## src/rtl/adr_bist.sv

```systemverilog
// Exhaustive self-test sweep for a WIDTH-bit adder: drives every {x,cin,y} vector and
// compares {cout,sum} to x+y+cin. Optional ADR_BIST_STOP_ON_FAIL_EN ends the sweep at the first mismatch.
module adr_bist #(
  parameter int WIDTH  = 3,
  parameter int SETTLE = 1
) (
  input  logic                 clk,
  input  logic                 rst,
  input  logic                 start,
  output logic [WIDTH-1:0]     x,
  output logic [WIDTH-1:0]     y,
  output logic                 cin,
  input  logic [WIDTH-1:0]     sum,
  input  logic                 cout,
  output logic                 busy,
  output logic                 done,
  output logic                 pass,
  output logic [2*WIDTH+1:0]   err_cnt,
  output logic                 fail_valid,
  output logic [2*WIDTH:0]     first_fail
);

  localparam int VW  = 2*WIDTH + 1;
  localparam int CW  = 2*WIDTH + 2;
  localparam int STW = (SETTLE > 1) ? $clog2(SETTLE) : 1;

  typedef enum logic [1:0] {IDLE, DRIVE, CHECK, DONE} state_t;

  state_t           state_q, state_d;
  logic [VW-1:0]    v_q, v_d;
  logic [STW-1:0]   settle_q, settle_d;
  logic [WIDTH-1:0] x_q, x_d, y_q, y_d;
  logic             cin_q, cin_d;
  logic             busy_q, busy_d, done_q, done_d, pass_q, pass_d;
  logic [CW-1:0]    err_q, err_d;
  logic             fv_q, fv_d;
  logic [VW-1:0]    ff_q, ff_d;

  logic [WIDTH:0]   expected;
  logic             mismatch;
  logic             stop_now;

  // Operands come from the registered x/y/cin, which are exactly what the adder sees.
  assign expected = {1'b0, x_q} + {1'b0, y_q} + {{WIDTH{1'b0}}, cin_q};
  assign mismatch = ({cout, sum} != expected);

`ifdef ADR_BIST_STOP_ON_FAIL_EN
  assign stop_now = mismatch;
`else
  assign stop_now = 1'b0;
`endif

  always_comb begin
    state_d  = state_q;
    v_d      = v_q;
    settle_d = settle_q;
    busy_d   = busy_q;
    done_d   = done_q;
    pass_d   = pass_q;
    err_d    = err_q;
    fv_d     = fv_q;
    ff_d     = ff_q;
    case (state_q)
      IDLE, DONE: begin
        if (start) begin
          state_d  = DRIVE;
          v_d      = '0;
          settle_d = '0;
          busy_d   = 1'b1;
          done_d   = 1'b0;
          pass_d   = 1'b0;
          err_d    = '0;
          fv_d     = 1'b0;
          ff_d     = '0;
        end
      end
      DRIVE: begin
        if (settle_q == STW'(SETTLE - 1)) state_d = CHECK;
        else                              settle_d = settle_q + 1'b1;
      end
      CHECK: begin
        if (mismatch) begin
          err_d = err_q + 1'b1;
          if (!fv_q) begin
            fv_d = 1'b1;
            ff_d = v_q;
          end
        end
        if (v_q == {VW{1'b1}} || stop_now) begin
          state_d = DONE;
          busy_d  = 1'b0;
          done_d  = 1'b1;
          pass_d  = (err_d == '0);
        end else begin
          state_d  = DRIVE;
          v_d      = v_q + 1'b1;
          settle_d = '0;
        end
      end
      default: state_d = IDLE;
    endcase
    // Operands follow the next vector index so they change only at vector boundaries.
    y_d   = v_d[WIDTH-1:0];
    cin_d = v_d[WIDTH];
    x_d   = v_d[VW-1:WIDTH+1];
  end

  always_ff @(posedge clk) begin
    if (rst) begin
      state_q  <= IDLE;
      v_q      <= '0;
      settle_q <= '0;
      x_q      <= '0;
      y_q      <= '0;
      cin_q    <= 1'b0;
      busy_q   <= 1'b0;
      done_q   <= 1'b0;
      pass_q   <= 1'b0;
      err_q    <= '0;
      fv_q     <= 1'b0;
      ff_q     <= '0;
    end else begin
      state_q  <= state_d;
      v_q      <= v_d;
      settle_q <= settle_d;
      x_q      <= x_d;
      y_q      <= y_d;
      cin_q    <= cin_d;
      busy_q   <= busy_d;
      done_q   <= done_d;
      pass_q   <= pass_d;
      err_q    <= err_d;
      fv_q     <= fv_d;
      ff_q     <= ff_d;
    end
  end

  assign x          = x_q;
  assign y          = y_q;
  assign cin        = cin_q;
  assign busy       = busy_q;
  assign done       = done_q;
  assign pass       = pass_q;
  assign err_cnt    = err_q;
  assign fail_valid = fv_q;
  assign first_fail = ff_q;

endmodule

```

## config.mk

```make
export PLATFORM = sky130hd
export DESIGN_NAME = adr_bist
export DESIGN_NICKNAME = d
export VERILOG_FILES = /design/src/rtl/adr_bist.sv
export SDC_FILE = /design/constraint.sdc
export NUM_CORES = 1
export LEC_CHECK = 0
export ABC_CLOCK_PERIOD_IN_PS = 3100
export CELL_PAD_IN_SITES_DETAIL_PLACEMENT = 1
export CELL_PAD_IN_SITES_GLOBAL_PLACEMENT = 1
export CORE_ASPECT_RATIO = 0.7
export CORE_MARGIN = 2
export CORE_UTILIZATION = 39
export DETAILED_ROUTE_END_ITERATION = 8
export PLACE_DENSITY_LB_ADDON = 0.1
export SLEW_MARGIN = 0
export SYNTH_ARGS = -nofsm -noshare
export SYNTH_HDL_FRONTEND = slang
export SYNTH_SLANG_ARGS = --single-unit
```

## constraint.sdc

```tcl
create_clock -name clk -period 3.1 [get_ports clk]
set_input_delay 0.465 -clock clk [delete_from_list [all_inputs] [get_ports clk]]
set_output_delay 0.465 -clock clk [all_outputs]
set_load 0.01 [all_outputs]
```

==> flow_metrics.py, run 1 <==
metrics = {
    "outcome": {
        "status": "completed",
    },
    "setup_path": {
        "crit_fanout": 7,
        "crit_top_cell": "fa_1",
        "end_kind": "register",
        "slowest_delay_ns": 0.46,
        "path_cells": "inv_1 -> fa_1 -> fa_1 -> xor2_1 -> or2_1 -> and3_1 -> a21o_1 -> a21oi_4 -> mux2i_1",
        "path_class": "reg -> reg",
        "crit_family": "adder cells",
        "cp.required_ns": 3.31,
        "path_buf_inv": 1,
        "reg2reg_slack_ns": 0.26,
        "crit_slowest_cell": "fa_1",
        "worstSetupStartpointType": "register",
        "cp.arrival_ns": 3.05,
    },
    "drt": {
        "dr.pass1.iters": 4,
        "detail-route-antenna-nets": 0,
        "wirelength_mm": 5.36,
        "wl_per_cell_um": 17.8,
        "dr_wl_met3_um": 195,
        "vias": 1742,
        "top_layer_used": "met4",
        "drc": 0,
        "wl_met1_mm": 2.69,
        "via_per_inst": 5.79,
        "dr.first_iter.drc_count": 55,
        "wl_met2_mm": 2.46,
    },
    "die": {
        "design.die.area_mm2": 0.00535,
        "die_h_um": 61.8,
        "rows": 20,
        "core_mm2": 0.00445,
        "initial_core_util": 0.418,
        "io_pins": 33,
        "die_w_um": 86.6,
    },
    "cts": {
        "cts_buffers": 3,
        "post_cts_buffers": 0,
        "clkTransAtPathRegs_ns": 0.10,
        "cts_root_buf": "clkbuf_8",
        "cts_tree": "built",
        "cts_sinks": 28,
        "cts_hold_repair.buffers": 0,
        "clockBufferDepth": 2,
        "htreeDepth": 1,
        "clock_latency_ns": 0.28,
    },
    "synthesis": {
        "ys_ff_latch": 28,
        "synth_area_per_cell_um2": 8.63,
        "synth-async-reset-ratio": 0,
        "yosys_most_used_dff": "dfxtp_1",
        "synthTopCellsByCount": "28 x dfxtp_1, 19 x a21oi_1, 17 x nand2_1",
        "yosysMostFrequentCell": "dfxtp_1",
        "syn_area_mm2": 0.00186,
        "synth_edf_count": 0,
        "synth_top_area_share": 0.301,
        "synthTopCellsByArea": "dfxtp_1 30%, a21oi_1 5.1%, ha_1 4.7%, mux2i_1 4.3%, nand2b_1 4.0%",
        "synthCells": 216,
        "ys_types": 56,
        "synth_top_area_cell": "dfxtp_1",
        "synth_seq_area_share": 0.301,
        "synth_nets": 232,
        "yosys_warnings": 0,
    },
    "global_routing": {
        "antenna_found_initial": 0,
        "grtUsageTotal": 0.207,
        "grt_max_degree": 38,
        "grt_pass1_vias": 1678,
        "grt_pass1_wl_mm": 8.54,
        "overflow": 0,
    },
    "timing": {
        "setup_tns_ns": 0,
        "max_freq_ghz": 0.352,
        "maxSlewHeadroom": 0.532,
        "setup_violations": 0,
        "report.final.hold_viol_count": 0,
        "worstMarginPinSlew_ns": 0.697,
        "rsz0062_at_grt": "no",
        "final_max_slew_viol_count": 0,
        "skew_ns": 0.00455,
        "period_share": 0.917,
        "fin_crit_ns": 2.84,
    },
    "flow_run": {
        "drv_cap": 0,
    },
    "finish": {
        "fin_nets": 263,
        "fillCellCount": 538,
        "seq_area_um2": 562,
        "area_growth_pct": 21.8,
        "layout-drive-gt1-share": 0.106,
        "multi_input_area_mm2": 0.00118,
        "num_antenna_cells": 0,
    },
    "pwr": {
        "ir_drop_v": 0.000326,
        "totalPowerFinal_uw": 1240,
        "power.density_mw_per_mm2": 548,
        "leakagePower_uw": 0.000799,
    },
    "hold_path": {
        "hold_path.class": "reg -> reg",
    },
    "placement": {
        "dp_hpwl_mm": 3.93,
        "gp_congestion": 0.845,
        "io_buffers": 32,
    },
}
[per-layer routing]
layer | GRT usage | up-vias
li1 | - | 845
met1 | 0.288 | 869
met2 | 0.348 | 26
met3 | 0.0436 | 2
met4 | 0.0201 | 0
met5 | 0 | -
[tightest hold or removal path, cell delays in order (launching register included)]
cell	delay [ns]
dfxtp_1	0.33
nand2b_1	0.06
mux2i_1	0.06
[final cells by class]
type                    instances  share of cell area
clock buffers                   4              0.0243
flip-flops and latches         28               0.248
inverters                       8              0.0132
well taps                      55              0.0303
multi-input cells             167               0.520
repair buffers                 39               0.164
[cell families (layout without fill, tap and decap cells)]
| family | Yosys count | count (layout) | synth area share |
|---|---|---|---|
| mux | 8 | 8 | 0.0430 |
| xor+xnor | 6 | 6 | 0.0363 |
| fa+ha+maj | 9 | 9 | 0.0685 |
| flops | 28 | 28 | 0.301 |
| simple gates | 85 | 85 | 0.263 |
| buf+inv | 21 | 51 | 0.0658 |
| compound gates | 59 | 59 | 0.223 |
[power breakdown]
| group | total, uW | switching (uW) | internal [uW] | leakage, uW |
|---|---|---|---|---|
| logic | 586 | 366 | 220 | 0.000544 |
| registers | 419 | 31.7 | 387 | 0.000227 |
| clock network | 237 | 123 | 114 | 0.0000288 |
[through the flow]
| step | hold WS, ns | setup WS [ns] | std cells | util | cell area [um^2] |
|---|---|---|---|---|---|
| floorplan | 0.474 | 0.268 | 216 | - | 1860 |
| global placement | 0.461 | 0.334 | 297 | 0.497 | 2210 |
| detailed placement | 0.469 | 0.219 | 297 | 0.497 | 2210 |
| CTS | 0.490 | 0.193 | 301 | 0.509 | 2270 |
| global route | 0.516 | 0.0753 | 301 | 0.509 | 2270 |
| finish | 0.483 | 0.258 | 301 | 0.509 | 2270 |
[repair_timing]
action | in CTS | in global routing
endpoints found under the hold margin | 0 | 0
gates resized for setup | 0 | 1
endpoints found under the setup margin | 0 | 1
[flip-flops by register name, indices dropped and copies added (netlist names)]
name        flops
fail_valid      1
done            1
pass            1
busy            1
state_q         2
err_cnt         8
v_q             7
first_fail      7
[path summary, 6_finish.rpt]
check | start | to | cells past startpoint
hold reg to reg | first_fail[1] | first_fail[1] | 2
setup / recovery | v_q[0] | first_fail[6] | 9
setup reg to reg | v_q[0] | first_fail[6] | 9
hold / removal | first_fail[1] | first_fail[1] | 2
[cell usage in the layout (no fill, tap or decap), types with 5 or more instances in the layout]
cell	count
a31oi_1	6
buf_4	7
inv_1	8
nand2_1	17
nor2_1	8
and3_1	5
dfxtp_1	27
nand2b_1	12
clkdlybuf4s50_1	32
mux2i_1	8
nand3b_1	8
o21ai_0	6
a21oi_1	19
nand3_1	5
nor3_1	7
a21o_1	5
ha_1	7
No activity file was read; power rests on OpenSTA's default activity.
==> inputs of run 2 (changes only) <==
--- a/config.mk
+++ b/config.mk
@@ -5,14 +5,14 @@
 export SDC_FILE = /design/constraint.sdc
 export NUM_CORES = 1
 export LEC_CHECK = 0
-export ABC_CLOCK_PERIOD_IN_PS = 3100
+export ABC_CLOCK_PERIOD_IN_PS = 2900
 export CELL_PAD_IN_SITES_DETAIL_PLACEMENT = 1
 export CELL_PAD_IN_SITES_GLOBAL_PLACEMENT = 1
 export CORE_ASPECT_RATIO = 0.7
 export CORE_MARGIN = 2
 export CORE_UTILIZATION = 39
 export DETAILED_ROUTE_END_ITERATION = 8
-export PLACE_DENSITY_LB_ADDON = 0.1
+export PLACE_DENSITY_LB_ADDON = 0.25
 export SLEW_MARGIN = 0
 export SYNTH_ARGS = -nofsm -noshare
 export SYNTH_HDL_FRONTEND = slang
==> constraint.sdc (replaced) <==
create_clock -name clk -period 2.9 [get_ports clk]
set_input_delay 0.435 -clock clk [delete_from_list [all_inputs] [get_ports clk]]
set_output_delay 0.435 -clock clk [all_outputs]
set_load 0.01 [all_outputs]
==> flow_metrics.py, run 2 (same netlist as run 1, synthesis figures left out) <==
metrics = {
    "outcome": {
        "status": "completed",
    },
    "finish": {
        "fin_util": 0.514,
        "multi_input_area_mm2": 0.00118,
        "fin_nets": 266,
        "layout-drive-gt1-share": 0.112,
        "fillCellCount": 531,
        "final_common_cell": "clkdlybuf4s50_1",
        "area_growth_pct": 22.9,
        "num_antenna_cells": 0,
        "seq_area_um2": 561,
        "largest_reg_flops": 8,
        "final_cell_mix": "32 x clkdlybuf4s50_1, 28 x dfxtp_1, 19 x a21oi_1, 17 x nand2_1, 12 x nand2b_1",
    },
    "global_routing": {
        "grtUsageTotal": 0.199,
        "overflow": 0,
        "grt_pass1_vias": 1646,
        "grt_max_degree": 23,
        "grt_pass1_wl_mm": 8.26,
        "antenna_found_initial": 0,
    },
    "setup_path": {
        "cp.arrival_ns": 2.92,
        "crit_slowest_cell": "fa_1",
        "crit_top_cell": "fa_1",
        "end_kind": "register",
        "crit_fanout": 7,
        "crit_path_start": "v_q[0]",
        "worstSetupStartpointType": "register",
        "crit_family": "adder cells",
        "cp.required_ns": 3.12,
        "path_class": "reg -> reg",
        "slowest_delay_ns": 0.45,
        "path_cells": "inv_1 -> fa_1 -> fa_1 -> xor2_1 -> or2_1 -> and3_1 -> a21o_1 -> a21oi_4 -> mux2i_1",
        "path_buf_inv": 1,
        "timing.rr.start": "v_q[0]",
    },
    "cts": {
        "cts_sinks": 28,
        "clock_latency_ns": 0.28,
        "cts_resized": 0,
        "cts_hold_repair.buffers": 0,
        "clockBufferDepth": 2,
        "htreeDepth": 1,
        "cts_tree": "built",
        "post_cts_buffers": 0,
        "clkTransAtPathRegs_ns": 0.10,
        "cts_root_buf": "clkbuf_8",
        "cts_buffers": 3,
    },
    "timing": {
        "setup_tns_ns": 0,
        "report.final.hold_viol_count": 0,
        "fin_crit_ns": 2.70,
        "setup_violations": 0,
        "period_share": 0.930,
        "final_max_slew_viol_count": 0,
        "rsz0062_at_grt": "no",
        "worstMarginPinSlew_ns": 0.623,
        "max_freq_ghz": 0.371,
        "maxSlewHeadroom": 0.582,
        "skew_ns": 0.00853,
    },
    "pwr": {
        "power.density_mw_per_mm2": 575,
        "leakagePower_uw": 0.000815,
        "ir_drop_v": 0.000550,
    },
    "drt": {
        "via_per_inst": 5.57,
        "wl_per_cell_um": 16.3,
        "drc": 0,
        "wirelength_mm": 4.97,
        "vias": 1692,
        "dr.first_iter.drc_count": 80,
        "dr.pass1.iters": 4,
        "detail-route-antenna-nets": 0,
    },
    "die": {
        "die_h_um": 61.8,
        "core_mm2": 0.00445,
        "design.die.area_mm2": 0.00535,
        "initial_core_util": 0.418,
        "rows": 20,
        "io_pins": 33,
        "die_w_um": 86.6,
    },
    "placement": {
        "io_buffers": 32,
        "dp_hpwl_mm": 3.72,
        "gp_congestion": 0.839,
    },
    "flow_run": {
        "drv_cap": 0,
    },
    "hold_path": {
        "hp-start": "first_fail[2]",
        "hold_path.class": "reg -> reg",
    },
}
run 2: changes by cell type in the layout (fill, tap and decap cells not counted):
cell,before,now
dfxtp_2,1,0
buf_4,7,10
dfxtp_1,27,28
run 2: layout make-up:
| class | instances | share of cell area |
|---|---|---|
| repair buffers | 42 | 0.173 |
| multi-input cells | 167 | 0.515 |
| flip-flops and latches | 28 | 0.245 |
| inverters | 8 | 0.0131 |
| clock buffers | 4 | 0.0240 |
| well taps | 55 | 0.0301 |
run 2: path summary, 6_finish.rpt:
| path | cells after the start | slack [ns] | endpoint |
|---|---|---|---|
| min | 2 | 0.48 | first_fail[2] |
| max reg2reg | 9 | 0.20 | first_fail[3] |
| min reg2reg | 2 | 0.48 | first_fail[2] |
| max | 9 | 0.20 | first_fail[3] |
run 2: routing by layer:
metal	global-route usage	wire length, um	vias to the layer above
met5	0	0	-
met4	0.0335	32	0
met3	0.0396	243	4
met2	0.304	2040	31
met1	0.295	2650	806
li1	-	-	851
run 2: power by group:
| group | switching (uW) | leakage, uW | internal, uW |
|---|---|---|---|
| Sequential | 28.2 | 0.000226 | 413 |
| Combinational | 384 | 0.000559 | 240 |
| Clock | 129 | 0.0000288 | 122 |
run 2: per-stage QoR:
stage / cells / hold slack [ns] / area (um^2) / power [uW] / setup WS, ns
2_1_floorplan: 216 / 0.474 / 1860 / 921 / 0.0676
3_3_place_gp: 300 / 0.462 / 2230 / 1070 / 0.274
3_5_place_dp: 300 / 0.467 / 2230 / 1070 / 0.208
4_1_cts: 304 / 0.486 / 2290 / 1330 / 0.176
5_1_grt: 304 / 0.506 / 2290 / 1410 / 0.000888
6_report: 304 / 0.480 / 2290 / 1320 / 0.202
run 2: tightest hold or removal path, stage by stage, from the launching register on:
cell,delay (ns)
dfxtp_1,0.32
nand2b_1,0.06
mux2i_1,0.06
